File: config.mk
export PLATFORM = sky130hd
export DESIGN_NAME = vector_mem_unit
export DESIGN_NICKNAME = d
export VERILOG_FILES = /design/src/rtl/vector_mem_unit.sv
export SDC_FILE = /design/constraint.sdc
export NUM_CORES = 1
export LEC_CHECK = 0
export CAP_MARGIN = 25
export CORE_ASPECT_RATIO = 1.4
export CORE_MARGIN = 1
export CORE_UTILIZATION = 33
export CTS_BUF_LIST = sky130_fd_sc_hd__clkbuf_4
export DETAILED_ROUTE_END_ITERATION = 10
export HOLD_SLACK_MARGIN = 0.1
export PLACE_DENSITY = 0.66
export SETUP_SLACK_MARGIN = 0.02
export SYNTH_ARGS = -nofsm -noshare
export SYNTH_HDL_FRONTEND = slang
export SYNTH_SLANG_ARGS = --single-unit
File: constraint.sdc
create_clock -name clk -period 3.15 [get_ports clk]
set_clock_uncertainty 0.05 [all_clocks]
set_input_delay 0.7875 -clock clk [delete_from_list [all_inputs] [get_ports clk]]
set_output_delay 0.7875 -clock clk [all_outputs]
set_load 0.03 [all_outputs]
File: src/rtl/vector_mem_unit.sv
// Strided vector load/store sequencer.
// Issues one memory beat per lane and assembles loaded lanes into load_data.
module vector_mem_unit #(
   parameter int LANES = 8,
   parameter int WORD  = 32
) (
   input  logic                  clk,
   input  logic                  rst_n,
   input  logic                  start,
   input  logic                  is_load,
   input  logic [31:0]           base_addr,
   input  logic [31:0]           stride,
   input  logic [LANES*WORD-1:0] store_data,
   input  logic [WORD-1:0]       mem_rdata,
   output logic [31:0]           mem_addr,
   output logic [WORD-1:0]       mem_wdata,
   output logic                  mem_we,
   output logic                  mem_re,
   output logic [LANES*WORD-1:0] load_data,
   output logic                  busy,
   output logic                  done
);

   localparam int CW = (LANES > 1) ? $clog2(LANES) : 1;
   localparam int VW = LANES * WORD;
   localparam logic [CW-1:0] LAST = CW'(LANES - 1);

   typedef enum logic [2:0] {
      IDLE,
      STORE,
      LOAD,
      LOAD_LAST,
      DONE
   } state_t;

   state_t          st, nxt;
   logic [CW-1:0]   cnt;
   logic [31:0]     addr_q;
   logic [31:0]     stride_q;
   logic [VW-1:0]   sdata_q;
   logic [VW-1:0]   ld_q;
   logic            last;
   logic            wr_en;
   logic [CW-1:0]   wr_idx;

   assign last = (cnt == LAST);

   // Read data trails the strobe by one cycle, so lane cnt-1 lands now.
   assign wr_en  = ((st == LOAD) && (cnt != '0)) || (st == LOAD_LAST);
   assign wr_idx = (st == LOAD_LAST) ? LAST : cnt - 1'b1;

   always_comb begin
      nxt = st;
      unique case (st)
         IDLE:      if (start) nxt = is_load ? LOAD : STORE;
         STORE:     if (last) nxt = DONE;
         LOAD:      if (last) nxt = LOAD_LAST;
         LOAD_LAST: nxt = DONE;
         DONE:      nxt = IDLE;
         default:   nxt = IDLE;
      endcase
   end

   always_ff @(posedge clk or negedge rst_n) begin
      if (!rst_n) begin
         st       <= IDLE;
         cnt      <= '0;
         addr_q   <= '0;
         stride_q <= '0;
         sdata_q  <= '0;
         ld_q     <= '0;
      end else begin
         st <= nxt;
         if ((st == IDLE) && start) begin
            cnt      <= '0;
            addr_q   <= base_addr;
            stride_q <= stride;
            sdata_q  <= store_data;
         end else if ((st == STORE) || (st == LOAD)) begin
            cnt    <= cnt + 1'b1;
            addr_q <= addr_q + stride_q;
            if (st == STORE) sdata_q <= sdata_q >> WORD;
         end
         if (wr_en) begin
            for (int i = 0; i < LANES; i++) begin
               if (wr_idx == CW'(i)) ld_q[i*WORD +: WORD] <= mem_rdata;
            end
         end
      end
   end

   assign mem_we    = (st == STORE);
   assign mem_re    = (st == LOAD);
   assign mem_addr  = (mem_we || mem_re) ? addr_q : '0;
   assign mem_wdata = mem_we ? sdata_q[WORD-1:0] : '0;
   assign load_data = ld_q;
   assign busy      = (st != IDLE);
   assign done      = (st == DONE);

endmodule

==> out/metrics.csv, run 1 <==
metric;value;unit
Max Root-Sink Buffers;3;
static leakage;16.4;nW
wire per inst;20.1;um
sw power;19.3;mW
final setup TNS;-5580;ps
crit path DAT;2450;ps
Initial Utilization;33.5;%
run status;finished with violations;
sw frac;43.9;%
Hold Path Class;in2reg;
top post-synthesis cells by area;dfrtp_1, nand2_1, mux2_2, a31oi_1, nor2_1;
clk sinks;582;
pwr/cell area;1210;mW/mm^2
Slew HR;6.20;%
met1 GRT Util;25.8;%
final-report max-slew violation count;0;
mapped cell area;0.0257;sq mm
CTS tree;built;
CP endpoint;mem_addr[4];
post-route ant nets;0;
worst-margin pin slew;1410;ps
maximum clock frequency;304;MHz
critical path class;reg2out;
CP peak stage delay;460;ps
DRC errors left;0;
Setup crit end kind;output port;
vias in the first global route;21545;
Syn Nets;2903;
GRT Total Usage;22.1;%
startpoint types;flip-flop;
Crit. path cell count;6;
area grow syn2layout;41.6;%
Async SR Flop Fraction;100;%
total core area;0.0769;sq mm
critical-path cell list;xor2_2 > nor2b_4 > buf_12 > clkbuf_16 > and2_4 > buf_12;
Max FO, Critical Path;6;
Die Wd;238;um
failing checks;setup timing;
Tcrit/Tclk final;104;%
clock root cell;clkbuf_4;
Critical Path RT;2310;ps
most numerous cell in the Yosys netlist;nand2_1;
Most Used Layer, Global Route;met2;
Clock Latency Late Sink;1000;ps
IO buf count;679;
number of synthesized flops with an enable pin;0;
pin count of the biggest net entering global routing;225;
Top FF cell, synth;dfrtp_1;
cells after synthesis;2511;
peak supply drop;1.05;mV
Worst path top cell family by delay;flip-flops;
area leader, netlist;dfrtp_1;
Hold Fails Final Rpt;0;
reg2reg end;sdata_q[35];
yosys warns;0;
Mapped Avg Cell Area;10.2;sq um
# setup viols final;65;
Crit path buffers/inverters;3;
Final Critical Period;3290;ps
first-pass GRT wire length;133000;um
Die Area;0.0791;sq mm
WHS;254;ps
initial antenna violation count;18;
post-synth top area share;56.6;%
vias;21784;
count of different cell masters after synthesis;62;
nets@finish;3649;
sequential share of power;30.3;%
vias per cell;4.95;
CP most frequent cell;buf_12;
worst setup path start;st[0];
drt pass-1 iters;5;
RSZ-0062 raised after global routing;yes;
layout cells sized above 1;20.5;%
Yosys reg bits;582;
cell count of the worst reg-to-reg path;10;
Top Ports;680;
clock power share;14.6;%
FF-to-FF setup slack;360;ps
Final Wtd Congestion;0.859;
cts bufs inserted;147;
Comb power frac;55.1;%
Int Pwr;24.7;mW
slowest stage cell, crit path;dfrtp_2;
number of max-cap violations;0;
DP HPWL;62600;um
sequential fraction of the synthesis area;56.6;%
Total Wirelength;88400;um
initial DRC count;1322;
reg2reg start;st[1];
grt ovf;0;
GR Util met2;36.7;%
Final WS setup;-138;ps
Rows;120;
Post-synth top cells;nand2_1, dfrtp_1, nor2_1;
Clock Pin Slew Worst Setup and Hold Paths;60;ps
met3 usage;6.98;%
H-tree depth;4;
die height;332;um
## cell type report
class	count	area [sq um]
Antenna cell	15	37.5
Clock buffer	208	1560
Clock inverter	33	245
Fill cell	7250	40400
Inverter	12	61.3
Multi-Input combinational cell	1752	10600
Sequential cell	582	14600
Tap cell	1037	1300
Timing Repair Buffer	757	7960
Timing Repair inverter	5	77.6
## worst min path at each step
stage / slack [ps] / cells past startpoint / endpoint / startpoint
after floorplan: 390 / 2 / sdata_q[0] / sdata_q[0]
after global placement: 400 / 2 / sdata_q[31] / sdata_q[31]
after detailed placement: 400 / 2 / sdata_q[18] / sdata_q[18]
after CTS: 110 / 3 / sdata_q[249] / store_data[249]
after global routing: 180 / 3 / sdata_q[231] / store_data[231]
final: 250 / 3 / sdata_q[249] / store_data[249]
## flip-flops by register name, indices dropped and copies added, names as in the netlist
register and flops:
sdata_q 256, cnt 3, stride_q 32, load_data 256, addr_q 32, st 3
## worst min-delay path: stages
cell and delay, ps:
clkdlybuf4s50_1 390, nand2_1 50, nand2_1 40
## power groups by stage
stage               clock network (mW)  registers, mW  logic [mW]
finish                            6.41           13.3        24.2
CTS                               6.65           13.3        24.3
floorplan                            0           15.5        11.9
detailed placement                   0           13.4        22.5
global route                      7.02           13.7        26.1
global placement                     0           13.3        22.2
## cell families (layout without fill, tap and decap cells)
family          count (synthesis)  in the layout  share of synthesized area (%)
compound gates                393            393                           10.0
xor+xnor                       31             31                           1.06
fa+ha+maj                      36             36                           1.78
buf+inv                       177           1015                           2.96
flops                         582            582                           56.6
mux                           257            257                           11.2
other cells                     0             15                              0
simple gates                 1035           1035                           16.3
## routing by layer
layer	vias to the layer above	wire [um]
met5	-	88
met4	12	3360
met3	175	6560
met2	738	43800
met1	10699	34600
li1	10160	-
## cell usage in the layout (no fill, tap or decap), types with 3 or more instances in the layout
master           Yosys  final
nand2_1            658    657
clkdlybuf4s50_1      0    610
dfrtp_1            582    579
nor2_1             237    236
mux2_2             213    213
clkbuf_4             0    208
a31oi_1            198    198
and2_4               0     64
buf_6                1     60
a21oi_1             57     57
a22oi_1             45     45
mux2_1              44     44
buf_4                7     43
nand3_1             42     41
ha_1                35     35
buf_12               0     34
o21ai_0             26     26
xnor2_1             20     20
clkinv_1             0     19
diode_2              0     15
a21o_1              15     15
o21ai_1             13     13
inv_1               10     10
xor2_1              11     10
nand4_1              7      7
a211oi_1             6      6
o21bai_1             5      5
nor3_4               0      4
nor3_1               5      4
clkinv_4             0      4
inv_6                0      4
buf_8                0      4
inv_2                2      3
nand2b_1             4      3
o211ai_1             3      3
o21a_1               3      3
a21oi_2              3      3
bufinv_16            0      3
dfrtp_2              0      3
## timing repair
item,in CTS,in global routing
gates resized for setup,151,14
hold buffers,1,0
setup buffers,17,3
pin swaps,28,8
cloned,8,1
endpoints found under the setup margin,68,66
endpoints found under the hold margin,83,0
## stage by stage
step,setup WS [ps],area [sq um],total power [mW],util (%),std cells
final,-138,36400,44.0,47.4,4401
after global routing,-262,36400,46.9,47.4,4399
after CTS,-329,36400,44.2,47.3,4383
after detailed placement,394,33800,35.9,44.0,4116
after global placement,461,33800,35.5,44.0,4116
after floorplan,528,25700,27.4,-,2511
Note: power is estimated with default switching activity, not from simulation.
==> run 2: changes to the inputs <==
--- a/config.mk
+++ b/config.mk
@@ -14,6 +14,7 @@
 export HOLD_SLACK_MARGIN = 0.1
 export PLACE_DENSITY = 0.66
 export SETUP_SLACK_MARGIN = 0.02
+export SLEW_MARGIN = 20
 export SYNTH_ARGS = -nofsm -noshare
 export SYNTH_HDL_FRONTEND = slang
 export SYNTH_SLANG_ARGS = --single-unit
==> run 2 against run 1 <==
The run still ends with setup timing left. Largest power group unchanged. Sequential share of layout area about the same. Largest cell class unchanged. Flip-flop and latch count unchanged. Core utilization about the same.
==> out/metrics.csv, run 2 (synthesis gave the netlist of run 1 again) <==
metric;value;unit
static leakage;16.5;nW
crit path DAT;2440;ps
Initial Utilization;33.5;%
Die Wd;238;um
pwr/cell area;1210;mW/mm^2
cts bufs inserted;147;
final setup TNS;-5290;ps
critical path class;reg2out;
most frequent cells in the layout;nand2_1, clkdlybuf4s50_1, dfrtp_1;
DP HPWL;62600;um
reg2reg start;st[1];
vias in the first global route;21545;
layout cells sized above 1;20.5;%
Clock Pin Slew Worst Setup and Hold Paths;60;ps
grt ovf;0;
Total Wirelength;88500;um
Max FO, Critical Path;6;
WHS;259;ps
nets@finish;3650;
metal1 wirelength;34600;um
Max Used Layer;met5;
CTS tree;built;
initial DRC count;1305;
met3 WL;6570;um
total power;44.0;mW
Max Root-Sink Buffers;3;
wire per inst;20.1;um
Tcrit/Tclk final;104;%
pre-CTS setup slack;394;ps
vias per cell;4.96;
total core area;0.0769;sq mm
initial antenna violation count;18;
# fillers;7247;
clk sinks;582;
area grow syn2layout;41.8;%
post-route ant nets;0;
drt pass-1 iters;7;
Final Util;47.4;%
Clock Latency Late Sink;990;ps
final-report max-slew violation count;0;
# setup viols final;64;
worst-margin pin slew;708;ps
RSZ-0062 raised after global routing;yes;
die height;332;um
peak supply drop;0.709;mV
IO buf count;679;
Final Wtd Congestion;0.859;
Final WS setup;-131;ps
Setup crit end kind;output port;
Top Ports;680;
Die Area;0.0791;sq mm
pin count of the biggest net entering global routing;225;
commonest non-fill, non-tap cell in the layout;nand2_1;
number of max-cap violations;0;
first-pass GRT wire length;133000;um
Rows;120;
failing checks;setup timing;
metal2 WL;44000;um
H-tree depth;4;
worst setup path start;st[0];
Hold Fails Final Rpt;0;
Critical Path RT;2310;ps
vias;21838;
Final Critical Period;3280;ps
hold path startpoint;store_data[249];
DRC errors left;0;
Hold Path Class;in2reg;
maximum clock frequency;305;MHz
startpoint types;flip-flop;
GRT Total Usage;22.1;%
clock root cell;clkbuf_4;
Slew HR;52.8;%
run status;finished with violations;
[run 2: critical path, cell delays in order (launching register included)]
cell and delay (ps):
dfrtp_2 460, xor2_2 200, nor2b_4 190, buf_12 150, clkbuf_16 160, and2_4 150
buf_12 130
[run 2: worst paths after layout]
check                                  to  slack (ps)  cells past startpoint
max                           mem_addr[4]        -130                      6
min                          sdata_q[249]         260                      3
max reg2reg                   sdata_q[35]         370                     10
min reg2reg                   sdata_q[31]         430                      2
max in group asynchronous  load_data[136]        1770                      4
min in group asynchronous     sdata_q[17]         330                      2
[run 2: report_power, final]
| part | switching (mW) | internal, mW |
|---|---|---|
| Clock | 3.13 | 3.28 |
| Sequential | 2.19 | 11.1 |
| Combinational | 14.0 | 10.3 |
| Total | 19.3 | 24.7 |
[run 2: repair_timing]
action                                 in CTS  in global routing
endpoints found under the hold margin      83                  0
hold buffers                                1                  0
cloned                                      8                  1
pin swaps                                  28                  8
gates resized for setup                   151                 14
setup endpoints to repair                  68                 66
setup buffers                              17                  3
[run 2: metrics by stage]
stage | cells | area [sq um]
2_1_floorplan | 2511 | 25700
3_3_place_gp | 4116 | 33800
3_5_place_dp | 4116 | 33800
4_1_cts | 4383 | 36400
5_1_grt | 4400 | 36500
6_report | 4402 | 36500
[run 2: area by class of cell]
type / instances / area (sq um) / area share [%]
clock inverter: 33 / 245 / 0.672
timing repair inverter: 5 / 77.6 / 0.213
clock buffer: 208 / 1560 / 4.28
multi-input combinational: 1752 / 10600 / 29.2
antenna: 15 / 37.5 / 0.103
timing repair buffer: 758 / 7980 / 21.9
inverter: 12 / 61.3 / 0.168
sequential: 582 / 14600 / 39.9
tap: 1037 / 1300 / 3.56
[run 2: metal layers]
metal  vias up  GRT usage, %
met5         -             0
met4        12          10.6
met3       171          6.98
met2       760          36.7
met1     10742          25.8
li1      10153             -
